--- src/rtl/pixel_stream_sink_pkg.sv ---
// rtl/pixel_stream_sink_pkg.sv - register map, CTRL bit positions and FSM states for pixel_stream_sink
package pixel_stream_sink_pkg;

  localparam logic [4:0] REG_CTRL        = 5'h00;
  localparam logic [4:0] REG_STATUS      = 5'h04;
  localparam logic [4:0] REG_CHECKSUM    = 5'h08;
  localparam logic [4:0] REG_STATS       = 5'h0C;
  localparam logic [4:0] REG_EXPECT_BASE = 5'h10;
  localparam logic [4:0] REG_MISMATCH    = 5'h14;

  localparam int CTRL_EN_BIT      = 0;
  localparam int CTRL_CLR_BIT     = 1;
  localparam int CTRL_ONESHOT_BIT = 2;

  localparam int IDX_W = 10;

  typedef enum logic [1:0] {
    S_IDLE   = 2'd0,
    S_ACTIVE = 2'd1,
    S_LATCH  = 2'd2
  } state_t;

endpackage

--- src/rtl/pixel_frame_stats.sv ---
// rtl/pixel_frame_stats.sv - x/y/index counters and running sum, xor, min, max of one frame
module pixel_frame_stats
  import pixel_stream_sink_pkg::*;
#(
  parameter int WIDTH  = 32,
  parameter int HEIGHT = 32,
  parameter int PIX_W  = 8
) (
  input  logic             clk,
  input  logic             rstn,
  input  logic             i_clear,
  input  logic             i_xfer,
  input  logic [PIX_W-1:0] i_pixel,
  output logic [IDX_W-1:0] o_idx,
  output logic             o_last,
  output logic [23:0]      o_sum,
  output logic [PIX_W-1:0] o_xor,
  output logic [PIX_W-1:0] o_min,
  output logic [PIX_W-1:0] o_max,
  output logic [IDX_W-1:0] o_last_idx
);

  localparam int X_W = $clog2(WIDTH);
  localparam int Y_W = $clog2(HEIGHT);

  logic [X_W-1:0]   r_x;
  logic [Y_W-1:0]   r_y;
  logic [IDX_W-1:0] r_idx;
  logic [IDX_W-1:0] r_last_idx;
  logic [23:0]      r_sum;
  logic [PIX_W-1:0] r_xor;
  logic [PIX_W-1:0] r_min;
  logic [PIX_W-1:0] r_max;
  logic             w_x_end;
  logic             w_y_end;

  assign w_x_end = (r_x == X_W'(WIDTH - 1));
  assign w_y_end = (r_y == Y_W'(HEIGHT - 1));

  // clear wins over a transfer in the same cycle
  always_ff @(posedge clk or negedge rstn) begin
    if (!rstn) begin
      r_x        <= '0;
      r_y        <= '0;
      r_idx      <= '0;
      r_last_idx <= '0;
      r_sum      <= '0;
      r_xor      <= '0;
      r_min      <= '1;
      r_max      <= '0;
    end else if (i_clear) begin
      r_x        <= '0;
      r_y        <= '0;
      r_idx      <= '0;
      r_last_idx <= '0;
      r_sum      <= '0;
      r_xor      <= '0;
      r_min      <= '1;
      r_max      <= '0;
    end else if (i_xfer) begin
      r_x        <= w_x_end ? '0 : r_x + 1'b1;
      if (w_x_end) begin
        r_y <= w_y_end ? '0 : r_y + 1'b1;
      end
      r_idx      <= (w_x_end && w_y_end) ? '0 : r_idx + 1'b1;
      r_last_idx <= r_idx;
      r_sum      <= r_sum + 24'(i_pixel);
      r_xor      <= r_xor ^ i_pixel;
      if (i_pixel < r_min) r_min <= i_pixel;
      if (i_pixel > r_max) r_max <= i_pixel;
    end
  end

  assign o_idx      = r_idx;
  assign o_last     = w_x_end && w_y_end;
  assign o_sum      = r_sum;
  assign o_xor      = r_xor;
  assign o_min      = r_min;
  assign o_max      = r_max;
  assign o_last_idx = r_last_idx;

endmodule

--- src/rtl/pixel_stream_sink.sv ---
// rtl/pixel_stream_sink.sv - frame-counting pixel sink with checksum/stats registers
// Optional pixel sequence checking is compiled in with PIXEL_CHECK_EN.
module pixel_stream_sink
  import pixel_stream_sink_pkg::*;
#(
  parameter int WIDTH  = 32,
  parameter int HEIGHT = 32,
  parameter int PIX_W  = 8
) (
  input  logic             clk,
  input  logic             rstn,
  input  logic [PIX_W-1:0] pixel_in,
  input  logic             valid_in,
  output logic             ready_out,
  input  logic [4:0]       addr_in,
  input  logic [31:0]      wr_data_in,
  input  logic             write_en,
  output logic [31:0]      rd_data_out,
  output logic             frame_done
);

  state_t           r_state;
  state_t           w_next;
  logic             r_en;
  logic             r_oneshot;
  logic [15:0]      r_frame_cnt;
  logic [23:0]      r_chk_sum;
  logic [PIX_W-1:0] r_chk_xor;
  logic [PIX_W-1:0] r_min;
  logic [PIX_W-1:0] r_max;
  logic [IDX_W-1:0] r_stat_idx;

  logic             w_wr_ctrl;
  logic             w_clr;
  logic             w_xfer;
  logic             w_stats_clear;
  logic [IDX_W-1:0] w_idx;
  logic             w_last;
  logic [23:0]      w_sum;
  logic [PIX_W-1:0] w_xor;
  logic [PIX_W-1:0] w_min;
  logic [PIX_W-1:0] w_max;
  logic [IDX_W-1:0] w_last_idx;
  logic [7:0]       w_expect_base;
  logic [31:0]      w_mismatch;
  logic             w_sticky;
  logic             w_unused;

  assign w_wr_ctrl = write_en && (addr_in == REG_CTRL);
  assign w_clr     = w_wr_ctrl && wr_data_in[CTRL_CLR_BIT];
  assign w_xfer    = valid_in && ready_out;
  // accumulators stay clean outside ACTIVE, and a disabled partial frame is dropped
  assign w_stats_clear = w_clr || (r_state != S_ACTIVE) || !r_en;

  pixel_frame_stats #(
    .WIDTH (WIDTH),
    .HEIGHT(HEIGHT),
    .PIX_W (PIX_W)
  ) u_stats (
    .clk       (clk),
    .rstn      (rstn),
    .i_clear   (w_stats_clear),
    .i_xfer    (w_xfer),
    .i_pixel   (pixel_in),
    .o_idx     (w_idx),
    .o_last    (w_last),
    .o_sum     (w_sum),
    .o_xor     (w_xor),
    .o_min     (w_min),
    .o_max     (w_max),
    .o_last_idx(w_last_idx)
  );

  always_ff @(posedge clk or negedge rstn) begin
    if (!rstn) r_state <= S_IDLE;
    else       r_state <= w_next;
  end

  always_comb begin
    w_next = r_state;
    case (r_state)
      S_IDLE:   if (r_en) w_next = S_ACTIVE;
      S_ACTIVE: begin
        if (w_clr)                 w_next = S_ACTIVE;
        else if (!r_en)            w_next = S_IDLE;
        else if (w_xfer && w_last) w_next = S_LATCH;
      end
      S_LATCH:  w_next = (r_en && !r_oneshot) ? S_ACTIVE : S_IDLE;
      default:  w_next = S_IDLE;
    endcase
  end

  always_comb begin
    ready_out  = (r_state == S_ACTIVE);
    frame_done = (r_state == S_LATCH);
  end

  // a CTRL write in the LATCH cycle overrides the one-shot auto-disable
  always_ff @(posedge clk or negedge rstn) begin
    if (!rstn) begin
      r_en        <= 1'b0;
      r_oneshot   <= 1'b0;
      r_frame_cnt <= '0;
      r_chk_sum   <= '0;
      r_chk_xor   <= '0;
      r_min       <= '1;
      r_max       <= '0;
      r_stat_idx  <= '0;
    end else begin
      if (w_wr_ctrl) begin
        r_en      <= wr_data_in[CTRL_EN_BIT];
        r_oneshot <= wr_data_in[CTRL_ONESHOT_BIT];
      end else if ((r_state == S_LATCH) && r_oneshot) begin
        r_en <= 1'b0;
      end
      if (w_clr) begin
        r_frame_cnt <= '0;
        r_chk_sum   <= '0;
        r_chk_xor   <= '0;
        r_min       <= '1;
        r_max       <= '0;
        r_stat_idx  <= '0;
      end else if (r_state == S_LATCH) begin
        r_frame_cnt <= r_frame_cnt + 16'd1;
        r_chk_sum   <= w_sum;
        r_chk_xor   <= w_xor;
        r_min       <= w_min;
        r_max       <= w_max;
        r_stat_idx  <= w_last_idx;
      end
    end
  end

`ifdef PIXEL_CHECK_EN
  logic [7:0]  r_expect_base;
  logic [31:0] r_mismatch;
  logic        r_sticky;
  logic        w_mis;

  assign w_mis = w_xfer && (pixel_in != PIX_W'(IDX_W'(r_expect_base) + w_idx));

  always_ff @(posedge clk or negedge rstn) begin
    if (!rstn) begin
      r_expect_base <= '0;
      r_mismatch    <= '0;
      r_sticky      <= 1'b0;
    end else begin
      if (write_en && (addr_in == REG_EXPECT_BASE)) r_expect_base <= wr_data_in[7:0];
      if (w_clr) begin
        r_mismatch <= '0;
        r_sticky   <= 1'b0;
      end else if (w_mis) begin
        if (r_mismatch != '1) r_mismatch <= r_mismatch + 32'd1;
        r_sticky <= 1'b1;
      end
    end
  end

  assign w_expect_base = r_expect_base;
  assign w_mismatch    = r_mismatch;
  assign w_sticky      = r_sticky;
  assign w_unused      = ^wr_data_in[31:8];
`else
  assign w_expect_base = '0;
  assign w_mismatch    = '0;
  assign w_sticky      = 1'b0;
  assign w_unused      = ^{wr_data_in[31:3], w_idx};
`endif

  always_comb begin
    rd_data_out = '0;
    case (addr_in)
      REG_CTRL: begin
        rd_data_out[CTRL_EN_BIT]      = r_en;
        rd_data_out[CTRL_ONESHOT_BIT] = r_oneshot;
      end
      REG_STATUS: begin
        rd_data_out[15:0] = r_frame_cnt;
        rd_data_out[16]   = (r_state != S_IDLE);
        rd_data_out[17]   = w_sticky;
      end
      REG_CHECKSUM: rd_data_out = {8'(r_chk_xor), r_chk_sum};
      REG_STATS: begin
        rd_data_out[7:0]   = 8'(r_min);
        rd_data_out[15:8]  = 8'(r_max);
        rd_data_out[25:16] = r_stat_idx;
      end
      REG_EXPECT_BASE: rd_data_out[7:0] = w_expect_base;
      REG_MISMATCH:    rd_data_out = w_mismatch;
      default:         rd_data_out = '0;
    endcase
  end

endmodule

--- config.mk ---
export PLATFORM = sky130hd
export DESIGN_NAME = pixel_stream_sink
export DESIGN_NICKNAME = d
export VERILOG_FILES = /design/src/rtl/pixel_stream_sink_pkg.sv /design/src/rtl/pixel_frame_stats.sv /design/src/rtl/pixel_stream_sink.sv
export SDC_FILE = /design/constraint.sdc
export NUM_CORES = 1
export LEC_CHECK = 0
export CORE_MARGIN = 1
export CORE_UTILIZATION = 54
export CTS_BUF_LIST = sky130_fd_sc_hd__clkbuf_8
export DETAILED_ROUTE_END_ITERATION = 7
export GPL_ROUTABILITY_DRIVEN = 0
export HOLD_SLACK_MARGIN = 0.06
export PLACE_DENSITY = 0.88
export SLEW_MARGIN = 25
export SYNTH_ARGS = -nofsm -noshare
export SYNTH_HDL_FRONTEND = slang
export SYNTH_HIERARCHICAL = 1
export SYNTH_SLANG_ARGS = --single-unit
--- constraint.sdc ---
create_clock -name clk -period 2.2 [get_ports clk]
set_input_delay 0.55 -clock clk [delete_from_list [all_inputs] [get_ports clk]]
set_output_delay 0.55 -clock clk [all_outputs]
set_load 0.01 [all_outputs]
After elaboration in Yosys (flattened, before gate mapping)
Index checks and enable logic that the tools add are counted.
W data, S select, Z words.
{"block": "op_classes", "addsub": 5, "order_cmp": 2, "eq_ne": 10, "mux": 49, "bitwise_logic": 1, "n_reduce_logical": 24}
{"cell": "$mux W8", "n": 14}
{"cell": "$mux W24", "n": 4}
{"cell": "$mux W10", "n": 7}
{"cell": "$mux W5", "n": 7}
{"cell": "$mux W16", "n": 2}
{"cell": "$pmux W10 S3", "n": 1}
{"cell": "$add A24 B8 Y24", "n": 1}
{"cell": "$add A16 B1 Y16 const B", "n": 1}
{"cell": "$pmux W8 S2", "n": 1}
{"cell": "$pmux W5 S3", "n": 1}
{"cell": "$reduce_bool A2 Y1", "n": 7}
{"cell": "$add A10 B1 Y10 const B", "n": 1}
{"cell": "$add A5 B1 Y5 const B", "n": 2}
{"cell": "$eq A5 B4 Y1 const B", "n": 2}
{"cell": "$eq A5 B5 Y1 const B", "n": 2}
{"cell": "$gt A8 B8 Y1", "n": 1}
{"cell": "$lt A8 B8 Y1", "n": 1}
{"cell": "$mux W2", "n": 4}
{"cell": "$pmux W1 S4", "n": 2}
{"cell": "$reduce_and A2 Y1", "n": 4}
{"cell": "$xor A8 B8 Y8", "n": 1}
{"cell": "$logic_and A1 B1 Y1", "n": 7}
{"cell": "$mux W6", "n": 1}
{"cell": "$pmux W2 S3", "n": 1}
{"cell": "12 further kinds", "n": 16}
{"block": "word_totals", "ff_bits": 156, "inputBits": 49, "output_inout_bits": 34, "wordCells": 108}

Logic depth before layout (Yosys ltp)
Gate-level depths: netlist of the first run.
{"block": "logic_depth", "word_depth": 7, "mapped_depth": 10}

Cells and area by module
Netlist of the first run, hierarchy kept.
{"mod": "pixel_frame_stats", "instances": 1, "cells_each": 467, "area_per_inst_um2": 4621.9}
{"mod": "pixel_stream_sink", "instances": 1, "cells_each": 447, "area_per_inst_um2": 3931.3}

Worst setup path after synthesis of the first run
OpenSTA, ideal clock, no wires.
{"block": "synth_timing", "path_type": "input-to-reg", "start": "in addr_in[4]", "end": "reg u_stats.r_sum[22] (netlist: u_stats/o_sum[22])", "setup_ns": 0.132, "arrival_ns": 2.480, "required_ns": 2.068, "path_slack_ns": -0.412, "path_stages": 9, "n_path_buf": 1, "path_cell_list": "nor3_1 -> nand3_2 -> nand3_1 -> buf_4 -> o2111ai_2 -> or4_4 -> a2111oi_4 -> xnor2_1 -> nor2_1"}
{"block": "synth_between", "elab_chain_cells": 6, "word_cells_on_any_way": 7}
{"item": "start, declared", "line_no": "pixel_stream_sink.sv:15", "rtl": "input logic [4:0] addr_in,"}
{"item": "$logic_not A5 Y1 (*)", "line_no": "pixel_stream_sink.sv:49", "rtl": "assign w_wr_ctrl = write_en && (addr_in == REG_CTRL);"}
{"item": "$logic_and A1 B1 Y1 (*)", "line_no": "pixel_stream_sink.sv:49"}
{"item": "$logic_and A1 B1 Y1 (*)", "line_no": "pixel_stream_sink.sv:50", "rtl": "assign w_clr = w_wr_ctrl && wr_data_in[CTRL_CLR_BIT];"}
{"item": "$logic_or A1 B1 Y1 (*) (2 in series)", "line_no": "pixel_stream_sink.sv:53", "rtl": "assign w_stats_clear = w_clr || (r_state != S_ACTIVE) || !r_en;"}
{"item": "via w_stats_clear", "line_no": "pixel_stream_sink.sv:36", "rtl": "logic w_stats_clear;"}
{"item": "$mux W24 / $reduce_bool A2 Y1 (equally long branches)"}
{"item": "end signal, assigned", "line_no": "pixel_frame_stats.sv:67", "rtl": "r_sum <= r_sum + 24'(i_pixel);"}
{"item": "end, declared", "line_no": "pixel_frame_stats.sv:30", "rtl": "logic [23:0] r_sum;"}
The timed path passes the listed nets; every way through them passes the cells marked *.
A chain may end at the register's enable or synchronous reset.

Worst setup path in the final report of the first run
{"block": "layout_timing", "start": "reg r_chk_sum[0]", "end": "out rd_data_out[0]"}
{"block": "layout_between", "elab_chain_cells": 1}
{"item": "start, declared", "line_no": "pixel_stream_sink.sv:27", "rtl": "logic [23:0] r_chk_sum;"}
{"item": "start signal, assigned", "line_no": "pixel_stream_sink.sv:125", "rtl": "r_chk_sum <= w_sum;"}
{"item": "$pmux W1 S4", "line_no": "pixel_stream_sink.sv:172", "rtl": "case (addr_in)"}
{"item": "end, declared", "line_no": "pixel_stream_sink.sv:18", "rtl": "output logic [31:0] rd_data_out,"}
Every way passes these cells.

==> out/results.tsv, run 1 <==
metric	value	unit
largest fanout of any net on the critical path	2	
synth warn	6	
via count of the first global-routing pass	8173	
type of origin of the critical path	register	
DP Area	10000	sq um
distinct cell type count of the synthesized netlist	76	
post-synthesis async set-or-reset flop share	100	%
Peak VDD IR	444	uV
TritonCTS buffer count	17	
mean routed wirelength per cell	22.9	microns
setup slack after layout	-0.169	ns
power density cells	789	nW/um^2
proportion of layout cells with a drive suffix above 1	27.0	%
fillcell total	927	
Clock Latency Late Sink	0.47	ns
synthesized instance count	914	
pre-CTS worst setup slack	-0.801	ns
horizontal extent of the die	128	microns
primary flip-flop cell chosen by synthesis mapping	dfrtp_1	
overall global routing resource usage	34.4	%
die outline height	128	microns
Critical path origin	r_chk_sum[0]$_DFFE_PN0P_	
detail-routed via count per cell	6.52	
number of nets in the final layout	1142	
Layout Area Growth over Synthesis	26.6	%
WP data arrival	1.82	ns
TritonCTS clock tree	built	
number of sinks on the clock net	156	
number of levels in the clock H-tree	4	
Iteration-0 DRC Markers	1213	
path category of the worst min-delay check	register to register	
Max Cap Viol	0	
critical setup path kind	register to output pin	
data required time of the critical path	1.65	ns
violations in the final reports	design-rule violations, negative setup slack	
average cell area after synthesis	9.36	sq um
count of flip-flops with a built-in enable after synthesis	0	
initial core utilization	55.8	%
number of buffers between clock root and the deepest sink	2	
overall power consumption	0.00855	W
utilization after layout	70.7	%
post-synthesis sequential element count	156	
clock transition time at the flip-flop clock pins of the worst setup and hold paths	0.09	ns
startpoint of the most critical hold path	r_min[6]$_DFFE_PN1P_	
worst-case hold slack	0.496	ns
Worst Hold Path Cells	2	
top-level port count	83	
Seq/Total Area, Yosys	45.9	%
Clock Tree Root	clkbuf_8	
slew at the pin closest to its max-slew limit	0.738	ns
most common cell after layout, fill and taps aside	nand2_1	
number of placement rows	45	
unrepaired setup endpoints after global routing	yes	
grt ovf	0	
depth of the worst register-to-register path	9	
first-pass GRT wire length	42800	microns
Period minus WS final	2.37	ns
number of endpoints with negative hold slack in the final report	0	
Setup crit end kind	output pin	
1st-pass router iterations	8	
outcome	finished with violations	
pin count of the biggest net entering global routing	62	
synthesized cell area	8550	sq um
final non-filler cell area	10800	sq um
Worst Skew	0.0147	ns
Detail Route Antenna Nets	0	
final-report max-slew violation count	0	
number of failing setup endpoints in the final timing report	17	
Core Area	15300	sq um
leakage dissipation	4.85	nW
input/output buffers	53	
maximum clock frequency	422	MHz
wire length reported by the detailed router	29500	microns
vias	8399	
Die ar.	16300	sq um
number of antenna violations at the first check in global routing	3	
Final HPWL DP	17000	microns
headroom to the max-slew limit	50.6	%
commonest cells after routing, fill and taps aside	nand2_1 (159), dfrtp_1 (139), buf_4 (103)	
Final period util	108	%
origin of the critical flop-to-flop path	u_stats/o_min[4]$_DFFE_PN1P_	
number of remaining DRC errors	7	
nets in the synthesized netlist	993	
-- kinds of logic after synthesis --
| group | share of synthesized area (%) |
|---|---|
| xor+xnor | 3.89 |
| compound gates | 13.5 |
| fa+ha+maj | 4.48 |
| mux | 6.66 |
| simple gates | 21.9 |
| buf+inv | 3.72 |
| flops | 45.9 |
-- timing repair --
item,in CTS,in global routing
endpoints found under the setup margin,78,49
hold buffers,1,0
gates resized for setup,187,41
gates cloned,2,0
endpoints found under the hold margin,34,0
buffers inserted,20,9
pin swaps,27,26
-- power by group --
part,internal [W],leakage (nW),total (W),switching [W]
Clock,0.00103,0.201,0.00221,0.00118
Combinational,0.00119,2.76,0.00265,0.00145
Sequential,0.00326,1.89,0.00369,0.000429
Total,0.00548,4.85,0.00855,0.00307
-- metal layers --
| layer | part of all wire (%) | GRT usage (%) | vias up |
|---|---|---|---|
| met5 | 0.16 | 0 | - |
| met4 | 7.5 | 21.7 | 4 |
| met3 | 11 | 8.35 | 244 |
| met2 | 46 | 56.5 | 699 |
| met1 | 35 | 40.7 | 3981 |
| li1 | - | - | 3471 |
-- through the flow --
stage                     std cells  TNS (ns)
after floorplan                 914    -0.167
after CTS                      1281    -0.330
after global routing           1287     -2.25
after detailed placement       1226    -56.44
after global placement         1226    -51.60
final                          1288     -1.18
-- worst paths after layout --
kind                                                 to  slack [ns]
max in group asynchronous  u_stats/o_min[5]$_DFFE_PN1P_        0.95
min in group asynchronous      r_chk_xor[6]$_DFFE_PN0P_        0.59
min reg2reg                        r_min[6]$_DFFE_PN1P_        0.50
max                                      rd_data_out[0]       -0.17
min                                r_min[6]$_DFFE_PN1P_        0.50
max reg2reg                u_stats/o_min[4]$_DFFE_PN1P_       -0.17
-- worst max-delay path, stage by stage (launching register included) --
cell	delay, ns
dfrtp_1	0.55
mux4_2	0.51
and2_4	0.17
buf_6	0.11
-- layout make-up --
type	instances	area, sq um	share of cell area [%]
tap	211	264	2.44
antenna	1	2.50	0.0231
timing repair buffer	179	1500	13.9
clock inverter	15	164	1.51
clock buffer	17	234	2.16
multi-input combinational	684	4640	42.9
inverter	25	93.8	0.866
sequential	156	3930	36.2
-- flip-flops by register name (all words and copies together) (netlist names), 10 cells and up --
register            cells
r_chk_sum              24
u_stats/o_sum          24
r_frame_cnt            16
r_stat_idx             10
u_stats/o_idx          10
u_stats/o_last_idx     10
-- Yosys cell counts (5+ instances only) --
master / number / area share (%)
a211o_2: 6 / 0.70
a211oi_1: 5 / 0.44
a21oi_1: 71 / 4.2
a22oi_1: 14 / 1.2
and2_1: 13 / 0.95
and3_1: 8 / 0.59
buf_2: 6 / 0.35
buf_4: 6 / 0.53
clkbuf_1: 30 / 1.3
dfrtp_1: 140 / 41
dfstp_2: 16 / 4.9
ha_1: 29 / 4.2
inv_1: 24 / 1.1
mux2_1: 15 / 2.0
mux2i_1: 31 / 3.6
nand2_1: 160 / 7.0
nand2b_1: 25 / 1.8
nand3_1: 24 / 1.4
nand4_1: 13 / 0.95
nor2_1: 102 / 4.5
nor2b_1: 10 / 0.73
nor3_1: 10 / 0.59
o21ai_0: 17 / 0.99
or3_1: 7 / 0.51
xnor2_1: 19 / 1.9
xor2_1: 19 / 1.9
Power figures use the tool's default switching activity.
==> inputs of run 2 (changes only) <==
--- a/config.mk
+++ b/config.mk
@@ -12,7 +12,7 @@
 export GPL_ROUTABILITY_DRIVEN = 0
 export HOLD_SLACK_MARGIN = 0.06
 export PLACE_DENSITY = 0.88
-export SLEW_MARGIN = 25
+export SLEW_MARGIN = 20
 export SYNTH_ARGS = -nofsm -noshare
 export SYNTH_HDL_FRONTEND = slang
 export SYNTH_HIERARCHICAL = 1
==> results of run 2 <==
Same layout as run 1: the final DEF is identical, and so are final timing and power.
